==> src/rtl/ov7670_capture.sv <==
// OV7670 byte-stream capture: pairs camera bytes into RGB565 pixels and
// streams them as addressed framebuffer writes, with optional 2:1 decimation.
module ov7670_capture #(
    parameter int p_width      = 640,
    parameter int p_height     = 480,
    parameter int p_scaler     = 1,
    parameter int p_addr_width = 19
) (
    input  logic                    i_clk,
    input  logic                    i_rst_n,
    input  logic                    i_enable,
    input  logic                    i_vsync,
    input  logic                    i_href,
    input  logic [7:0]              i_data,
    output logic                    o_wr_valid,
    output logic [p_addr_width-1:0] o_wr_addr,
    output logic [15:0]             o_wr_data,
    input  logic                    i_wr_ready,
    output logic                    o_frame_start,
    output logic                    o_frame_done,
    output logic                    o_line_err,
    output logic                    o_overflow
);

    localparam int XW = $clog2(p_width + 1);
    localparam int YW = $clog2(p_height + 1);
    localparam logic [XW-1:0] XMAX = XW'(p_width);
    localparam logic [YW-1:0] YMAX = YW'(p_height);

    typedef enum logic [1:0] {
        S_WAIT_VSYNC = 2'd0,
        S_WAIT_FRAME = 2'd1,
        S_CAPTURE    = 2'd2
    } state_t;

    state_t                  state_q, state_d;
    logic                    vsync_q, vsync_d;
    logic                    href_q, href_d;
    logic [7:0]              data_q, data_d;
    logic                    vsync_prev_q, vsync_prev_d;
    logic                    href_prev_q, href_prev_d;
    logic [XW-1:0]           x_q, x_d;
    logic [YW-1:0]           y_q, y_d;
    logic                    phase_q, phase_d;
    logic [7:0]              hi_q, hi_d;
    logic                    pend_q, pend_d;
    logic [15:0]             pend_data_q, pend_data_d;
    logic [p_addr_width-1:0] addr_q, addr_d;
    logic                    wr_valid_q, wr_valid_d;
    logic [p_addr_width-1:0] wr_addr_q, wr_addr_d;
    logic [15:0]             wr_data_q, wr_data_d;
    logic                    frame_start_q, frame_start_d;
    logic                    frame_done_q, frame_done_d;
    logic                    line_err_q, line_err_d;
    logic                    overflow_q, overflow_d;

    logic vs_rise;
    logic vs_fall;
    logic hr_fall;
    logic keep_x;
    logic keep_y;

    assign vs_rise = vsync_q & ~vsync_prev_q;
    assign vs_fall = ~vsync_q & vsync_prev_q;
    assign hr_fall = href_prev_q & ~href_q;
    assign keep_x  = (p_scaler == 1) || !x_q[0];
    assign keep_y  = (p_scaler == 1) || !y_q[0];

    always_comb begin
        vsync_d       = i_vsync;
        href_d        = i_href;
        data_d        = i_data;
        vsync_prev_d  = vsync_q;
        href_prev_d   = href_q;
        state_d       = state_q;
        x_d           = x_q;
        y_d           = y_q;
        phase_d       = phase_q;
        hi_d          = hi_q;
        pend_d        = 1'b0;
        pend_data_d   = pend_data_q;
        addr_d        = addr_q;
        wr_valid_d    = pend_q;
        wr_addr_d     = wr_addr_q;
        wr_data_d     = wr_data_q;
        frame_start_d = 1'b0;
        frame_done_d  = 1'b0;
        line_err_d    = line_err_q;
        overflow_d    = overflow_q;

        // Output stage: the address advances even if the write is dropped
        if (pend_q) begin
            wr_addr_d = addr_q;
            wr_data_d = pend_data_q;
            addr_d    = addr_q + p_addr_width'(1);
        end

        if (wr_valid_q && !i_wr_ready) begin
            overflow_d = 1'b1;
        end

        unique case (state_q)
            S_WAIT_VSYNC: begin
                if (vsync_q) begin
                    state_d = S_WAIT_FRAME;
                end
            end
            S_WAIT_FRAME: begin
                if (vs_fall && i_enable) begin
                    state_d       = S_CAPTURE;
                    frame_start_d = 1'b1;
                    x_d           = '0;
                    y_d           = '0;
                    phase_d       = 1'b0;
                    addr_d        = '0;
                    wr_addr_d     = '0;
                    line_err_d    = 1'b0;
                    overflow_d    = 1'b0;
                end
            end
            S_CAPTURE: begin
                // A vsync edge closes any open line without emitting a pixel
                if (vs_rise) begin
                    state_d      = S_WAIT_FRAME;
                    frame_done_d = 1'b1;
                    x_d          = '0;
                    phase_d      = 1'b0;
                    if (y_q != YMAX) begin
                        line_err_d = 1'b1;
                    end
                end else if (href_q) begin
                    if (y_q >= YMAX) begin
                        line_err_d = 1'b1;
                    end else if (!phase_q) begin
                        hi_d    = data_q;
                        phase_d = 1'b1;
                    end else begin
                        phase_d = 1'b0;
                        if (x_q < XMAX) begin
                            x_d = x_q + XW'(1);
                            if (keep_x && keep_y) begin
                                pend_d      = 1'b1;
                                pend_data_d = {hi_q, data_q};
                            end
                        end else begin
                            line_err_d = 1'b1;
                        end
                    end
                end else if (hr_fall) begin
                    x_d     = '0;
                    phase_d = 1'b0;
                    if (y_q < YMAX) begin
                        y_d = y_q + YW'(1);
                        if (x_q != XMAX || phase_q) begin
                            line_err_d = 1'b1;
                        end
                    end else begin
                        line_err_d = 1'b1;
                    end
                end
            end
            default: begin
                state_d = S_WAIT_VSYNC;
            end
        endcase
    end

    always_ff @(posedge i_clk or negedge i_rst_n) begin
        if (!i_rst_n) begin
            state_q       <= S_WAIT_VSYNC;
            vsync_q       <= 1'b0;
            href_q        <= 1'b0;
            data_q        <= '0;
            vsync_prev_q  <= 1'b0;
            href_prev_q   <= 1'b0;
            x_q           <= '0;
            y_q           <= '0;
            phase_q       <= 1'b0;
            hi_q          <= '0;
            pend_q        <= 1'b0;
            pend_data_q   <= '0;
            addr_q        <= '0;
            wr_valid_q    <= 1'b0;
            wr_addr_q     <= '0;
            wr_data_q     <= '0;
            frame_start_q <= 1'b0;
            frame_done_q  <= 1'b0;
            line_err_q    <= 1'b0;
            overflow_q    <= 1'b0;
        end else begin
            state_q       <= state_d;
            vsync_q       <= vsync_d;
            href_q        <= href_d;
            data_q        <= data_d;
            vsync_prev_q  <= vsync_prev_d;
            href_prev_q   <= href_prev_d;
            x_q           <= x_d;
            y_q           <= y_d;
            phase_q       <= phase_d;
            hi_q          <= hi_d;
            pend_q        <= pend_d;
            pend_data_q   <= pend_data_d;
            addr_q        <= addr_d;
            wr_valid_q    <= wr_valid_d;
            wr_addr_q     <= wr_addr_d;
            wr_data_q     <= wr_data_d;
            frame_start_q <= frame_start_d;
            frame_done_q  <= frame_done_d;
            line_err_q    <= line_err_d;
            overflow_q    <= overflow_d;
        end
    end

    assign o_wr_valid    = wr_valid_q;
    assign o_wr_addr     = wr_addr_q;
    assign o_wr_data     = wr_data_q;
    assign o_frame_start = frame_start_q;
    assign o_frame_done  = frame_done_q;
    assign o_line_err    = line_err_q;
    assign o_overflow    = overflow_q;

endmodule
==> config.mk <==
export PLATFORM = sky130hd
export DESIGN_NAME = ov7670_capture
export DESIGN_NICKNAME = d
export VERILOG_FILES = /design/src/rtl/ov7670_capture.sv
export SDC_FILE = /design/constraint.sdc
export NUM_CORES = 1
export LEC_CHECK = 0
export ABC_AREA = 0
export BUFFER_PORTS_ARGS = -buffer_cell sky130_fd_sc_hd__buf_2
export CAP_MARGIN = 5
export CORE_MARGIN = 3
export CORE_UTILIZATION = 45
export DETAILED_ROUTE_END_ITERATION = 6
export HOLD_SLACK_MARGIN = 0.06
export SKIP_LAST_GASP = 1
export SLEW_MARGIN = 20
export SYNTH_ARGS = -nofsm -noshare
export SYNTH_HDL_FRONTEND = slang
export SYNTH_SLANG_ARGS = --single-unit
==> constraint.sdc <==
create_clock -name i_clk -period 3.3 [get_ports i_clk]
set_input_delay 0.33 -clock i_clk [delete_from_list [all_inputs] [get_ports i_clk]]
set_output_delay 0.33 -clock i_clk [all_outputs]
set_load 0.01 [all_outputs]
==> results of run 1 <==
## flip-flops by register name, summed over array words and instances (netlist names)
name / flops
pend_q: 1
href_prev_d: 1
y_q: 9
state_q: 2
vsync_prev_q: 1
o_wr_valid: 1
o_frame_start: 1
phase_q: 1
o_frame_done: 1
x_q: 10
addr_q: 19
o_wr_data: 16
data_q: 8
href_prev_q: 1
vsync_prev_d: 1
pend_data_q: 16
o_line_err: 1
o_wr_addr: 19
o_overflow: 1
hi_q: 8
## through the flow
step | instance area [sq um] | util (%) | std cells | total power, mW
finish | 6300 | 56.9 | 655 | 4.58
global route | 6300 | 56.9 | 655 | 4.83
CTS | 6300 | 56.9 | 655 | 4.63
detailed placement | 5600 | 50.5 | 612 | 2.79
global placement | 5600 | 50.5 | 612 | 2.76
floorplan | 5230 | - | 433 | 2.52
## power by group through the flow
stage / clock network (mW) / registers [mW] / logic (mW)
floorplan: 0 / 1.91 / 0.604
CTS: 1.85 / 1.90 / 0.879
detailed placement: 0 / 1.93 / 0.866
finish: 1.81 / 1.90 / 0.865
global placement: 0 / 1.92 / 0.843
global route: 1.93 / 1.94 / 0.962
## area by class of cell
cell class              count  area share (%)
clock buffers              18            6.97
clock inverters            14            2.42
inverters                  17            1.01
multi-input cells         281            33.4
flip-flops and latches    118            46.9
well taps                 140            2.78
repair buffers             67            6.55
## kinds of logic after synthesis
| group | after synthesis | share of synthesized area, % |
|---|---|---|
| fa+ha+maj | 8 | 1.92 |
| mux | 68 | 14.1 |
| simple gates | 142 | 14.8 |
| compound gates | 51 | 7.45 |
| flops | 118 | 56.5 |
| buf+inv | 34 | 3.23 |
| xor+xnor | 12 | 2.01 |
## cells in the final DEF, fill, tap and decap left out, types with 6 or more instances in the layout
master	Yosys	layout
dfrtp_1	118	117
buf_2	9	52
mux2_2	43	43
nor2_1	40	40
mux2i_1	25	25
nand2_1	22	22
nand3_1	19	19
inv_1	17	17
clkbuf_16	0	17
o21ai_0	12	12
dlygate4sd3_1	0	11
and3_1	9	9
ha_1	8	8
nand4_1	7	7
or4_1	7	7
or3_1	6	6
xnor2_1	6	6
o31ai_1	6	6
xor2_1	6	6
nor3_1	6	6
## worst max path at each step
stage	slack [ns]	startpoint	to	cells past startpoint
global placement	1.06	state_q[0]	pend_data_q[2]	5
floorplan	1.42	state_q[0]	pend_data_q[0]	6
detailed placement	0.97	state_q[0]	pend_data_q[14]	5
CTS	0.96	state_q[0]	pend_data_q[4]	5
global route	0.84	state_q[0]	pend_data_q[2]	5
finish	1.00	state_q[0]	pend_data_q[4]	5
## tightest hold or removal path: cells and delay by family
family / cells / cell delay, ns
buffers and inverters: 2 / 0.14
and+or+nand+nor: 1 / 0.07
AOI/OAI and AO/OA: 1 / 0.05
## layer usage
metal | global-route usage, % | vias to the layer above | share of wire [%]
met5 | 0 | - | 0
met3 | 4.93 | 17 | 4.0
li1 | - | 1697 | -
met4 | 6.73 | 0 | 1.6
met2 | 24.7 | 78 | 46
met1 | 23.3 | 1736 | 49
==> impl_metrics.env, run 1 <==
export IMPL_status="complete, no violations"
export IMPL_synth_nets=455
export IMPL_critPathRequiredTime_ns=3.59
export IMPL_drv_cap=0
export IMPL_viasPerCell=5.39
export IMPL_fp_dieW_microns=114
export IMPL_ff2ff_setup_slack_ns=1.00
export IMPL_tightestPinTransition_ns=0.842
export IMPL_leakage_nw=3.00
export IMPL_layout_min_cycle_time_ns=2.30
export IMPL_synth_edff_count=0
export IMPL_tritoncts="yes"
export IMPL_cts_resized=0
export IMPL_p_clk_share_pct=39.5
export IMPL_synth_area_sq_um=5230
export IMPL_drive_above_1_share_pct=28.2
export IMPL_async_flop_share_pct=100
export IMPL_drtPass1Iterations=5
export IMPL_critPathKind="flop to flop"
export IMPL_synth_ff_type="dfrtp_1"
export IMPL_rows=38
export IMPL_multi_input_area_sq_um=2100
export IMPL_critPathSlowestCell="nor3_4"
export IMPL_syn_inst=433
export IMPL_nets=524
export IMPL_synth_cell_type_count=53
export IMPL_numPortBuffers=53
export IMPL_timing_rr_start="state_q[0]"
export IMPL_grt_max_degree=66
export IMPL_critical_path_max_fanout=17
export IMPL_crit_chain="inv_1, ha_1, nand3_4, nor3_4, mux2_2"
export IMPL_netlist_top_cells_count="dfrtp_1 (118), mux2_2 (43), nor2_1 (40), mux2i_1 (25), nand2_1 (22)"
export IMPL_max_freq_mhz=436
export IMPL_htreeDepth=4
export IMPL_ff2ff_path_depth=5
export IMPL_critPathArrivalTime_ns=2.59
export IMPL_grt_ovfl_total=0
export IMPL_ys_ff_latch=118
export IMPL_switching_share_pct=29.8
export IMPL_p_switching_mw=1.36
export IMPL_final_hold_violation_count=0
export IMPL_tns_ns=0
export IMPL_p_int_mw=3.22
export IMPL_crit_path_max_incr_delay_ns=0.72
export IMPL_die_h_microns=114
export IMPL_cts_setup_buffers=0
export IMPL_grtUsageTotal_pct=16.8
export IMPL_holdPathStages=4
export IMPL_post_route_worst_setup_slack_ns=1.00
export IMPL_finalCritPeriodShare_pct=69.6
export IMPL_crit_path_end_kind="flop"
export IMPL_worst_path_buf_inv=1
export IMPL_hp_start="i_wr_ready"
export IMPL_start_util_pct=47.2
export IMPL_p_per_area_nw_per_um2=727
export IMPL_synth_most_common_cell="dfrtp_1"
export IMPL_hold_slack_ns=0.224
export IMPL_setup_viol=0
export IMPL_gp_congestion=0.854
export IMPL_ctsLongestPathBuffers=2
export IMPL_grt_pass1_wl_microns=17000
export IMPL_ant_nets=0
export IMPL_skew_ns=0.00633
export IMPL_power_frac_comb_pct=18.9
export IMPL_grt_pass1_vias=3439
export IMPL_die_area_sq_um=12900
export IMPL_syn_avg_cell_area_sq_um=12.1
export IMPL_yosys_area_top_type="dfrtp_1"
export IMPL_cts_sinks=118
export IMPL_regToRegEndpoint="pend_data_q[4]"
export IMPL_clkTransAtPathRegs_ns=0.06
export IMPL_core_sq_um=11100
export IMPL_yosysSeqAreaShare_pct=56.5
export IMPL_register_area_sq_um=2950
export IMPL_synth_area_leaders="dfrtp_1 (57%), mux2_2 (9.3%), mux2i_1 (4.8%)"
export IMPL_fillers=964
export IMPL_rsz0062_at_grt="no"
export IMPL_cts_buffers=17
export IMPL_hp_class="primary input to flop"
export IMPL_clkLatencyLatePin_ns=0.41
export IMPL_vias=3528
export IMPL_ctsHoldBuffers=11
export IMPL_startpoint_type="flop"
export IMPL_crit_family="simple AND/OR/NAND/NOR gates"
export IMPL_hold_end="o_overflow"
export IMPL_areaGrowthSynthToFinish_pct=20.6
export IMPL_seqPwrFrac_pct=41.6
export IMPL_vdd_drop_max_mv=0.389
export IMPL_wl_microns=10000
export IMPL_yosysTopAreaCellShare_pct=56.5
export IMPL_antenna_cells=0
export IMPL_antenna_found_initial=0
export IMPL_first_iter_violations=183
export IMPL_wire_per_inst_microns=15.3
export IMPL_cts_root_buffer="clkbuf_16"
export IMPL_drc=0
export IMPL_place_hpwl_microns=6590
export IMPL_dp_slack_ns=0.970
export IMPL_ios=54
export IMPL_drv_slew=0
export IMPL_yosysWarnings=0
export IMPL_slew_headroom_pct=43.7
(Power assumes the default switching activity.)
==> run 2: changes to the inputs <==
Clock period 3.3 ns to 2.36 ns, I/O delays scaled along.
==> run 2 against run 1 <==
Compared with the run above:
- clock power rose by 44%
- clock skew increased by 0.0022 ns
- worst setup slack worse by 0.77 ns
- hold slack got worse by 0.064 ns
- utilization increased by 0.76 points
- die area unchanged
- largest cell class unchanged
==> impl_metrics.env, run 2 (same netlist as run 1, synthesis figures left out) <==
export IMPL_cpMostUsedCell="inv_1"
export IMPL_tns_ns=0
export IMPL_fp_dieW_microns=114
export IMPL_vdd_drop_max_mv=0.499
export IMPL_drive_above_1_share_pct=28.9
export IMPL_startpoint="state_q[0]"
export IMPL_drc=0
export IMPL_final_hold_violation_count=0
export IMPL_wl_microns=10400
export IMPL_tightestPinTransition_ns=0.686
export IMPL_critPathRequiredTime_ns=2.69
export IMPL_wire_per_inst_microns=15.7
export IMPL_grt_max_degree=45
export IMPL_critPathKind="flop to flop"
export IMPL_clkTransAtPathRegs_ns=0.05
export IMPL_tritoncts="yes"
export IMPL_fin_cells=662
export IMPL_clkLatencyLatePin_ns=0.41
export IMPL_dp_cells=619
export IMPL_fin_area_sq_um=6380
export IMPL_critPathArrivalTime_ns=2.45
export IMPL_ff2ff_path_depth=6
export IMPL_post_route_worst_setup_slack_ns=0.238
export IMPL_cts_resized=0
export IMPL_grt_ovfl_total=0
export IMPL_crit_path_end_kind="flop"
export IMPL_ctsLongestPathBuffers=2
export IMPL_status="complete, no violations"
export IMPL_areaGrowthSynthToFinish_pct=22.2
export IMPL_rsz0062_at_grt="no"
export IMPL_ant_nets=0
export IMPL_skew_ns=0.00850
export IMPL_rows=38
export IMPL_htreeDepth=4
export IMPL_startpoint_type="flop"
export IMPL_cts_sinks=118
export IMPL_crit_chain="inv_1, ha_1, inv_1, nor3_1, a21o_2, mux2i_1"
export IMPL_die_area_sq_um=12900
export IMPL_finalPower_mw=6.55
export IMPL_crit_path_max_incr_delay_ns=0.50
export IMPL_first_iter_violations=233
export IMPL_p_per_area_nw_per_um2=1030
export IMPL_antenna_cells=0
export IMPL_timing_rr_start="state_q[0]"
export IMPL_hp_class="primary input to flop"
export IMPL_grt_pass1_wl_microns=17900
export IMPL_hold_slack_ns=0.160
export IMPL_dp_slack_ns=0.262
export IMPL_critical_path_max_fanout=7
export IMPL_cts_buffers=17
export IMPL_core_sq_um=11100
export IMPL_viasPerCell=5.34
export IMPL_drv_slew=0
export IMPL_vias=3538
export IMPL_final_cell_mix="dfrtp_1 (117), buf_2 (52), mux2_2 (43)"
export IMPL_start_util_pct=47.2
export IMPL_ios=54
export IMPL_leakage_nw=3.05
export IMPL_numPortBuffers=53
export IMPL_grt_pass1_vias=3594
export IMPL_ctsHoldBuffers=11
export IMPL_drtPass1Iterations=5
export IMPL_dpl_cell_area_sq_um=5660
export IMPL_gp_congestion=0.840
export IMPL_slew_headroom_pct=53.8
export IMPL_grtUsageTotal_pct=17.6
export IMPL_holdPathStages=4
export IMPL_setup_viol=0
export IMPL_drv_cap=0
export IMPL_nets=531
export IMPL_die_h_microns=114
export IMPL_max_freq_mhz=471
export IMPL_cts_root_buffer="clkbuf_16"
export IMPL_antenna_found_initial=0
export IMPL_critPathSlowestCell="nor3_1"
export IMPL_layout_min_cycle_time_ns=2.12
export IMPL_place_hpwl_microns=6960
export IMPL_finalCritPeriodShare_pct=89.9
export IMPL_hp_start="i_wr_ready"
export IMPL_cts_setup_buffers=0
export IMPL_final_util_pct=57.6
export IMPL_final_common_cell="dfrtp_1"
## run 2: path summary, 6_finish.rpt
path                       slack, ns             to
max in group asynchronous       1.32     state_q[1]
hold / removal                  0.16     o_overflow
setup / recovery                0.24         x_q[1]
hold reg to reg                 0.46   vsync_prev_q
setup reg to reg                0.24         x_q[1]
min in group asynchronous       0.37  o_wr_addr[15]
## run 2: area by class of cell
| cell class | instances | area [sq um] |
|---|---|---|
| clock buffers | 20 | 457 |
| clock inverters | 12 | 154 |
| fillers | 904 | 4690 |
| inverters | 17 | 63.8 |
| multi-input cells | 281 | 2100 |
| flip-flops and latches | 118 | 2950 |
| well taps | 140 | 175 |
| repair buffers | 74 | 478 |
## run 2: report_power, final
part | switching, mW | internal (mW) | total [mW]
clock network | 0.900 | 1.71 | 2.61
registers | 0.292 | 2.37 | 2.66
logic | 0.693 | 0.577 | 1.27
## run 2: per-layer routing
metal	vias up	part of all wire (%)	wire (microns)	GRT usage [%]
met5	-	0	0	0
met4	0	1.6	165	8.09
met3	14	4.6	481	5.20
met2	76	47	4840	25.6
met1	1742	47	4890	24.3
li1	1706	-	-	-
## run 2: critical path, delay by kind of cell (launching register included)
| family | cells | cell delay, ns |
|---|---|---|
| compound gates | 1 | 0.30 |
| fa+ha+maj | 1 | 0.37 |
| buf+inv | 2 | 0.28 |
| flops | 1 | 0.40 |
| mux | 1 | 0.20 |
| simple gates | 1 | 0.50 |
